[src/rtl/lut_mult_pkg.sv]
// lut_mult_pkg: shared constants and FSM state type for the LUT multiplier
// sequencer (lut_mult_seq) and its byte slice (lut_byte_mult).
package lut_mult_pkg;

   // Operands are consumed one byte per cycle.
   localparam int CHUNK_W   = 8;
   // Each byte is split into two nibbles; each nibble addresses an 8-word table.
   localparam int NIB_W     = 4;
   localparam int LUT_IDX_W = 3;
   localparam int LUT_DEPTH = 1 << LUT_IDX_W;

   typedef enum logic [1:0] {
      IDLE = 2'd0,
      RUN  = 2'd1,
      DONE = 2'd2
   } state_t;

   // Counter width for n items, never narrower than one bit.
   function automatic int idx_width(input int n);
      return (n > 1) ? $clog2(n) : 1;
   endfunction

endpackage

[src/rtl/lut_byte_mult.sv]
// lut_byte_mult: combinational 8-bit unsigned x constant multiplier.
// Each nibble is multiplied through an 8-word table holding k*A_CONST for
// k=0..7. Nibbles 8..15 fold onto the same table: with j = ~nib[2:0] = 15-nib,
// nib*A = 15A - j*A, done as 15A + ~table[j] + 1 (sign modification plus
// increment). The two nibble products are recombined as hi<<4 + lo.
module lut_byte_mult
   import lut_mult_pkg::*;
#(
   parameter int unsigned A_CONST = 2,
   parameter int          A_W     = 8
) (
   input  logic [CHUNK_W-1:0]     x_i,
   output logic [CHUNK_W+A_W-1:0] p_o
);

   localparam int LW  = LUT_IDX_W + A_W;   // holds 7*A
   localparam int NW  = NIB_W + A_W;       // holds 15*A
   localparam int PPW = CHUNK_W + A_W;
   localparam logic [NW-1:0] A15 = NW'(15 * A_CONST);

   logic [LW-1:0] lut [LUT_DEPTH];
   logic [NW-1:0] nib_pp [2];

   // Constant table: entry k is k*A_CONST.
   for (genvar k = 0; k < LUT_DEPTH; k++) begin : g_lut
      assign lut[k] = LW'(k * A_CONST);
   end

   // One table lookup per nibble, with the upper half of the range mirrored.
   for (genvar n = 0; n < 2; n++) begin : g_nib
      logic [NIB_W-1:0]     nib;
      logic [LUT_IDX_W-1:0] sel;
      logic [NW-1:0]        word;
      assign nib       = x_i[n*NIB_W +: NIB_W];
      assign sel       = nib[NIB_W-1] ? ~nib[LUT_IDX_W-1:0] : nib[LUT_IDX_W-1:0];
      assign word      = NW'(lut[sel]);
      assign nib_pp[n] = nib[NIB_W-1] ? (A15 + ~word + NW'(1)) : word;
   end

   assign p_o = {nib_pp[1], {NIB_W{1'b0}}} + PPW'(nib_pp[0]);

endmodule

[src/rtl/lut_mult_seq.sv]
// lut_mult_seq: feeds an IN_W-bit operand one byte per cycle (LSB first)
// through a single lut_byte_mult slice and accumulates the shifted partial
// products into an exact P_W-bit product.
// Optional build macro LUT_MULT_SEQ_ZERO_SKIP_EN: finish early once every
// remaining higher byte of the operand is zero (results are unchanged).
module lut_mult_seq
   import lut_mult_pkg::*;
#(
   parameter int unsigned A_CONST = 2,
   parameter int          A_W     = 8,
   parameter int          IN_W    = 16,
   localparam int         P_W     = IN_W + A_W,
   localparam int         NCHUNK  = IN_W / CHUNK_W
) (
   input  logic            clk,
   input  logic            rst,
   input  logic            in_valid,
   output logic            in_ready,
   input  logic [IN_W-1:0] in_data,
   output logic            out_valid,
   input  logic            out_ready,
   output logic [P_W-1:0]  out_data,
   output logic            busy
);

   localparam int IDX_W = idx_width(NCHUNK);
   localparam int PPW   = CHUNK_W + A_W;
   localparam logic [IDX_W-1:0] IDX_LAST = IDX_W'(NCHUNK - 1);

   state_t                            state_q, state_d;
   logic [IN_W-1:0]                   op_q, op_d;
   logic [IDX_W-1:0]                  idx_q, idx_d;
   logic [P_W-1:0]                    acc_q, acc_d;

   logic [NCHUNK-1:0][CHUNK_W-1:0]    op_chunks;
   logic [CHUNK_W-1:0]                chunk;
   logic [PPW-1:0]                    pp;
   logic [P_W-1:0]                    pp_sh;
   logic                              last_chunk;

   assign op_chunks = op_q;
   assign chunk     = op_chunks[idx_q];

   lut_byte_mult #(
      .A_CONST (A_CONST),
      .A_W     (A_W)
   ) u_byte (
      .x_i (chunk),
      .p_o (pp)
   );

   // Byte weight: shift by 8*idx (chunks are bytes, hence the three zero bits).
   assign pp_sh = P_W'(pp) << {idx_q, 3'b000};

`ifdef LUT_MULT_SEQ_ZERO_SKIP_EN
   logic [NCHUNK-1:0] nz;
   logic [NCHUNK-1:0] nz_above;
   for (genvar c = 0; c < NCHUNK; c++) begin : g_nz
      assign nz[c] = |op_chunks[c];
   end
   assign nz_above   = (nz >> idx_q) >> 1;
   assign last_chunk = (idx_q == IDX_LAST) || (nz_above == '0);
`else
   assign last_chunk = (idx_q == IDX_LAST);
`endif

   // Next-state: accept in IDLE, accumulate one byte per cycle in RUN,
   // hold the product in DONE until the consumer takes it.
   always_comb begin
      state_d = state_q;
      op_d    = op_q;
      idx_d   = idx_q;
      acc_d   = acc_q;
      case (state_q)
         IDLE: begin
            if (in_valid) begin
               op_d    = in_data;
               acc_d   = '0;
               idx_d   = '0;
               state_d = RUN;
            end
         end
         RUN: begin
            acc_d = acc_q + pp_sh;
            if (last_chunk) state_d = DONE;
            else            idx_d   = idx_q + IDX_W'(1);
         end
         DONE: begin
            if (out_ready) state_d = IDLE;
         end
         default: state_d = IDLE;
      endcase
   end

   // State registers; reset discards any operand in flight.
   always_ff @(posedge clk or posedge rst) begin
      if (rst) begin
         state_q <= IDLE;
         op_q    <= '0;
         idx_q   <= '0;
         acc_q   <= '0;
      end else begin
         state_q <= state_d;
         op_q    <= op_d;
         idx_q   <= idx_d;
         acc_q   <= acc_d;
      end
   end

   // The accumulator is the product register; it is frozen throughout DONE.
   assign in_ready  = (state_q == IDLE);
   assign out_valid = (state_q == DONE);
   assign busy      = (state_q != IDLE);
   assign out_data  = acc_q;

endmodule

[config.mk]
export PLATFORM = sky130hd
export DESIGN_NAME = lut_mult_seq
export DESIGN_NICKNAME = d
export VERILOG_FILES = /design/src/rtl/lut_mult_pkg.sv /design/src/rtl/lut_byte_mult.sv /design/src/rtl/lut_mult_seq.sv
export SDC_FILE = /design/constraint.sdc
export NUM_CORES = 1
export LEC_CHECK = 0
export BUFFER_PORTS_ARGS = -buffer_cell sky130_fd_sc_hd__buf_2
export CAP_MARGIN = 30
export CORE_UTILIZATION = 35
export CTS_BUF_LIST = sky130_fd_sc_hd__clkbuf_8
export DETAILED_ROUTE_END_ITERATION = 12
export MAX_ROUTING_LAYER = met4
export PLACE_DENSITY_LB_ADDON = 0.3
export SLEW_MARGIN = 20
export SYNTH_ARGS = -nofsm -noshare
export SYNTH_HDL_FRONTEND = slang
export SYNTH_SLANG_ARGS = --single-unit
[constraint.sdc]
create_clock -name clk -period 3.35 [get_ports clk]
set_input_delay 0.1675 -clock clk [delete_from_list [all_inputs] [get_ports clk]]
set_output_delay 0.1675 -clock clk [all_outputs]
set_load 0.1 [all_outputs]
==> results.md <==
- Status: finished, final reports clean
- Max-Cap Viols: 0
- CP startpoint: idx_q
- Area of the multi-input gates: 1440 um2
- Detailed Route Iter0 Violations: 89
- Gates resized, CTS repair: 0
- First-pass GRT wire length: about 9.1 mm
- Synthesized netlist cell count: 263
- Worst skew pair latency: around 0.30 ns
- Final non-filler cell total: about 410
- GP Congestion: around 0.85
- PwrDens: between 1000 and 1500 nW/um2
- Die Y: roughly 87 um
- Worst Clk Skew: approximately 0.0088 ns
- Number of global-route vias before repair: between 1500 and 2000
- Final wirelength: 5.48 mm
- CP top delay family: compound AO/OA/AOI/OAI gates
- Worst R2R Start: idx_q
- Crit path kind: flip-flop to flip-flop
- Yosys top cell by area: dfrtp_1
- Reg-to-reg slack, setup: ~0.66 ns
- Max Slew Vio Count: 0
- RR Endpoint: out_data[23]
- Max Freq: 0.371 GHz
- Post-synth EDFFs: 0
- Crit end category: flip-flop
- Hold path endpoint: op_chunks[13]
- Fin area: approximately 3000 um2
- Primary FF master, synth: dfrtp_1
- Worst path bufs/invs: 0
- Antenna Nets Post-Route: 0
- GR Layer Usage met1: about a fifth
- Routed vias: approximately 2100
- Routed len/inst: approximately 13 um
- I/O Buffers: 45
- Global route hottest layer: met2
- CTS max path bufs: 2
- R2R cell count: 9
- Crit-path slowest cell: dfrtp_1
- Sink Count: 42
- Mapped Area: 2550 um2
- Worst slew pin tran: 0.550 ns
- Met3 GRT Util: 3.22%
- Leakage: about 1.4 nW
- Post-synthesis register bit count: 42
- Initial Utilization: 36.9%
- DRC: 0
- Initial antenna violation count: 0
- Hold-fix buffers, CTS: 0
- Row count: 30
- Worst EP arrival: between 2 and 3 ns
- Grt total ovfl: 0
- Nets: ~350
- Share of cells above drive strength 1: roughly 26%
- Hold path startpoint: in_data[13]
- Post-Syn Area per Cell: slightly below 10 um2
- Die X: a little under 90 um
- Syn nets: 300
- Largest net degree at the start of global routing: 44
- Hold Path Class: input pin to flip-flop
- Top area cells in the synthesized netlist: dfrtp_1 (41%), ha_1 (7.9%), mux2_2 (7.1%)
- Max IR drop VDD: 437 uV
- Commonest cells in the netlist: dfrtp_1 (42), nand2_1 (30), nand3_1 (21)
- Fillers: about 700
- Final HPWL from detailed placement: about 4.1 mm
- RSZ-0062 raised after global routing: false
- Slew HR: 63.2%
- Clk root buf: clkbuf_8
- Top cell type's share of synthesized area: between 40% and 50%
- H-tree depth: 2
- Total clock buffers created by CTS: 5
- Register area: between 1000 and 1500 um2
- Tmin final: 2.69 ns
- Worst-path maximum fanout: 10
- Seq/Total Area, Yosys: approximately two fifths
- CP peak stage delay: approximately 0.48 ns
- I/O pin total: 47
- Tcrit/Tclk final: 80.4%
- Die area: 7620 um2
- # setup viols final: 0
- Post-CTS Setup Repair Bufs: 0
- Dominant cell by count in the synthesized netlist: dfrtp_1
- N_diodes: 0
- Fin util: 44.0%
- TNS Setup: 0 ns
- Post-placement cell count: roughly 400
- Area grow syn2layout: 19.3%
- Routed vias/inst: 5.11
- Crit path cell chain: nor2b_1 -> ha_1 -> fa_1 -> a21o_4 -> a221o_1 -> o21a_4 -> and3_4 -> o2111ai_2 -> mux2i_1
- Hold Crit Depth: 2
- DR pass1 iterations: 4
- Post-place instance area: 2890 um2
- FFs w/ async S/R, synth: between 90% and 100%
- CTS tree: yes
- Core Footprint: 6910 um2
- Hold Fails Final Rpt: 0
- Worst path required time: ~3.6 ns
- Element type at the critical path start: flip-flop
- Met2 global-route usage: between 20% and 30%
- Clock slew at reported path FFs: ~0.090 ns
- Yosys cell types: 43
- Synth Warn #: 0
- All-Layer GR Usage: 15.8%
worst register-to-register path: cells and delay by family, from the launching register on:
family,cells,cell delay (ns)
DFF,1,0.48
muxes,1,0.19
and+or+nand+nor,2,0.24
adders and majority gates,2,0.65
AOI/OAI and AO/OA,4,1.07
state kept, by name, summed over array words and instances (netlist names):
register,flops
state_q,2
idx_q,1
op_chunks,16
out_data,23
metal layers:
layer | vias up | wire (um) | part of all wire (%)
met5 | - | 0 | 0
met3 | 11 | 180 | 3.3
met4 | 0 | 120 | 2.2
met2 | 39 | 2590 | 47
li1 | 1042 | - | -
met1 | 998 | 2590 | 47
area by class of cell:
cell class / count / share of cell area (%)
clock buffer: 5 / 2.26
clock inverter: 3 / 1.32
inverter: 6 / 0.741
multi-input combinational: 206 / 47.3
sequential: 42 / 34.6
tap: 96 / 3.95
timing repair buffer: 51 / 9.88
stage by stage:
step | hold slack, ns | power, mW | setup WS, ns
2_1_floorplan | 0.318 | 2.52 | 0.369
3_3_place_gp | 0.373 | 2.86 | 0.731
3_5_place_dp | 0.376 | 2.91 | 0.661
4_1_cts | 0.0520 | 3.31 | 0.643
5_1_grt | 0.0857 | 3.53 | 0.512
6_report | 0.0927 | 3.29 | 0.657
power by group:
group | total, mW | switching (mW) | internal (mW) | leakage [nW]
registers | 0.841 | 0.139 | 0.702 | 0.525
clock network | 0.400 | 0.181 | 0.219 | 0.0579
logic | 2.05 | 1.43 | 0.624 | 0.857
cell families (layout without fill, tap and decap cells):
logic type,count (synthesis),count (layout),share of synthesized area (%)
and+or+nand+nor,95,95,19.1
DFF,42,42,41.3
buffers and inverters,15,65,2.36
other,1,1,0.147
adders and majority gates,17,17,8.64
AOI/OAI and AO/OA,60,60,15.4
xor gates and xnor gates,12,12,4.13
muxes,21,21,9.04
cell usage in the layout, fill, tap and decap left out, drive strengths merged, types with 4 or more instances in the layout:
master	count
buf	50
dfrtp	42
nand2	30
o21ai	22
nand3	21
mux2	16
ha	16
a21oi	16
nor2b	10
and2	8
xor2	7
and3	7
nor2	6
inv	6
xnor2	5
mux2i	5
clkbuf	5
nand4	4
a31oi	4
a21o	4
worst max-delay path by stage:
stage,cells past startpoint,slack (ns),endpoint
finish,9,0.66,out_data[23]
global route,9,0.51,out_data[23]
CTS,9,0.64,out_data[23]
detailed placement,9,0.66,out_data[23]
global placement,9,0.73,out_data[23]
floorplan,8,0.37,out_data[23]
Note: power is estimated with default switching activity, not from simulation.
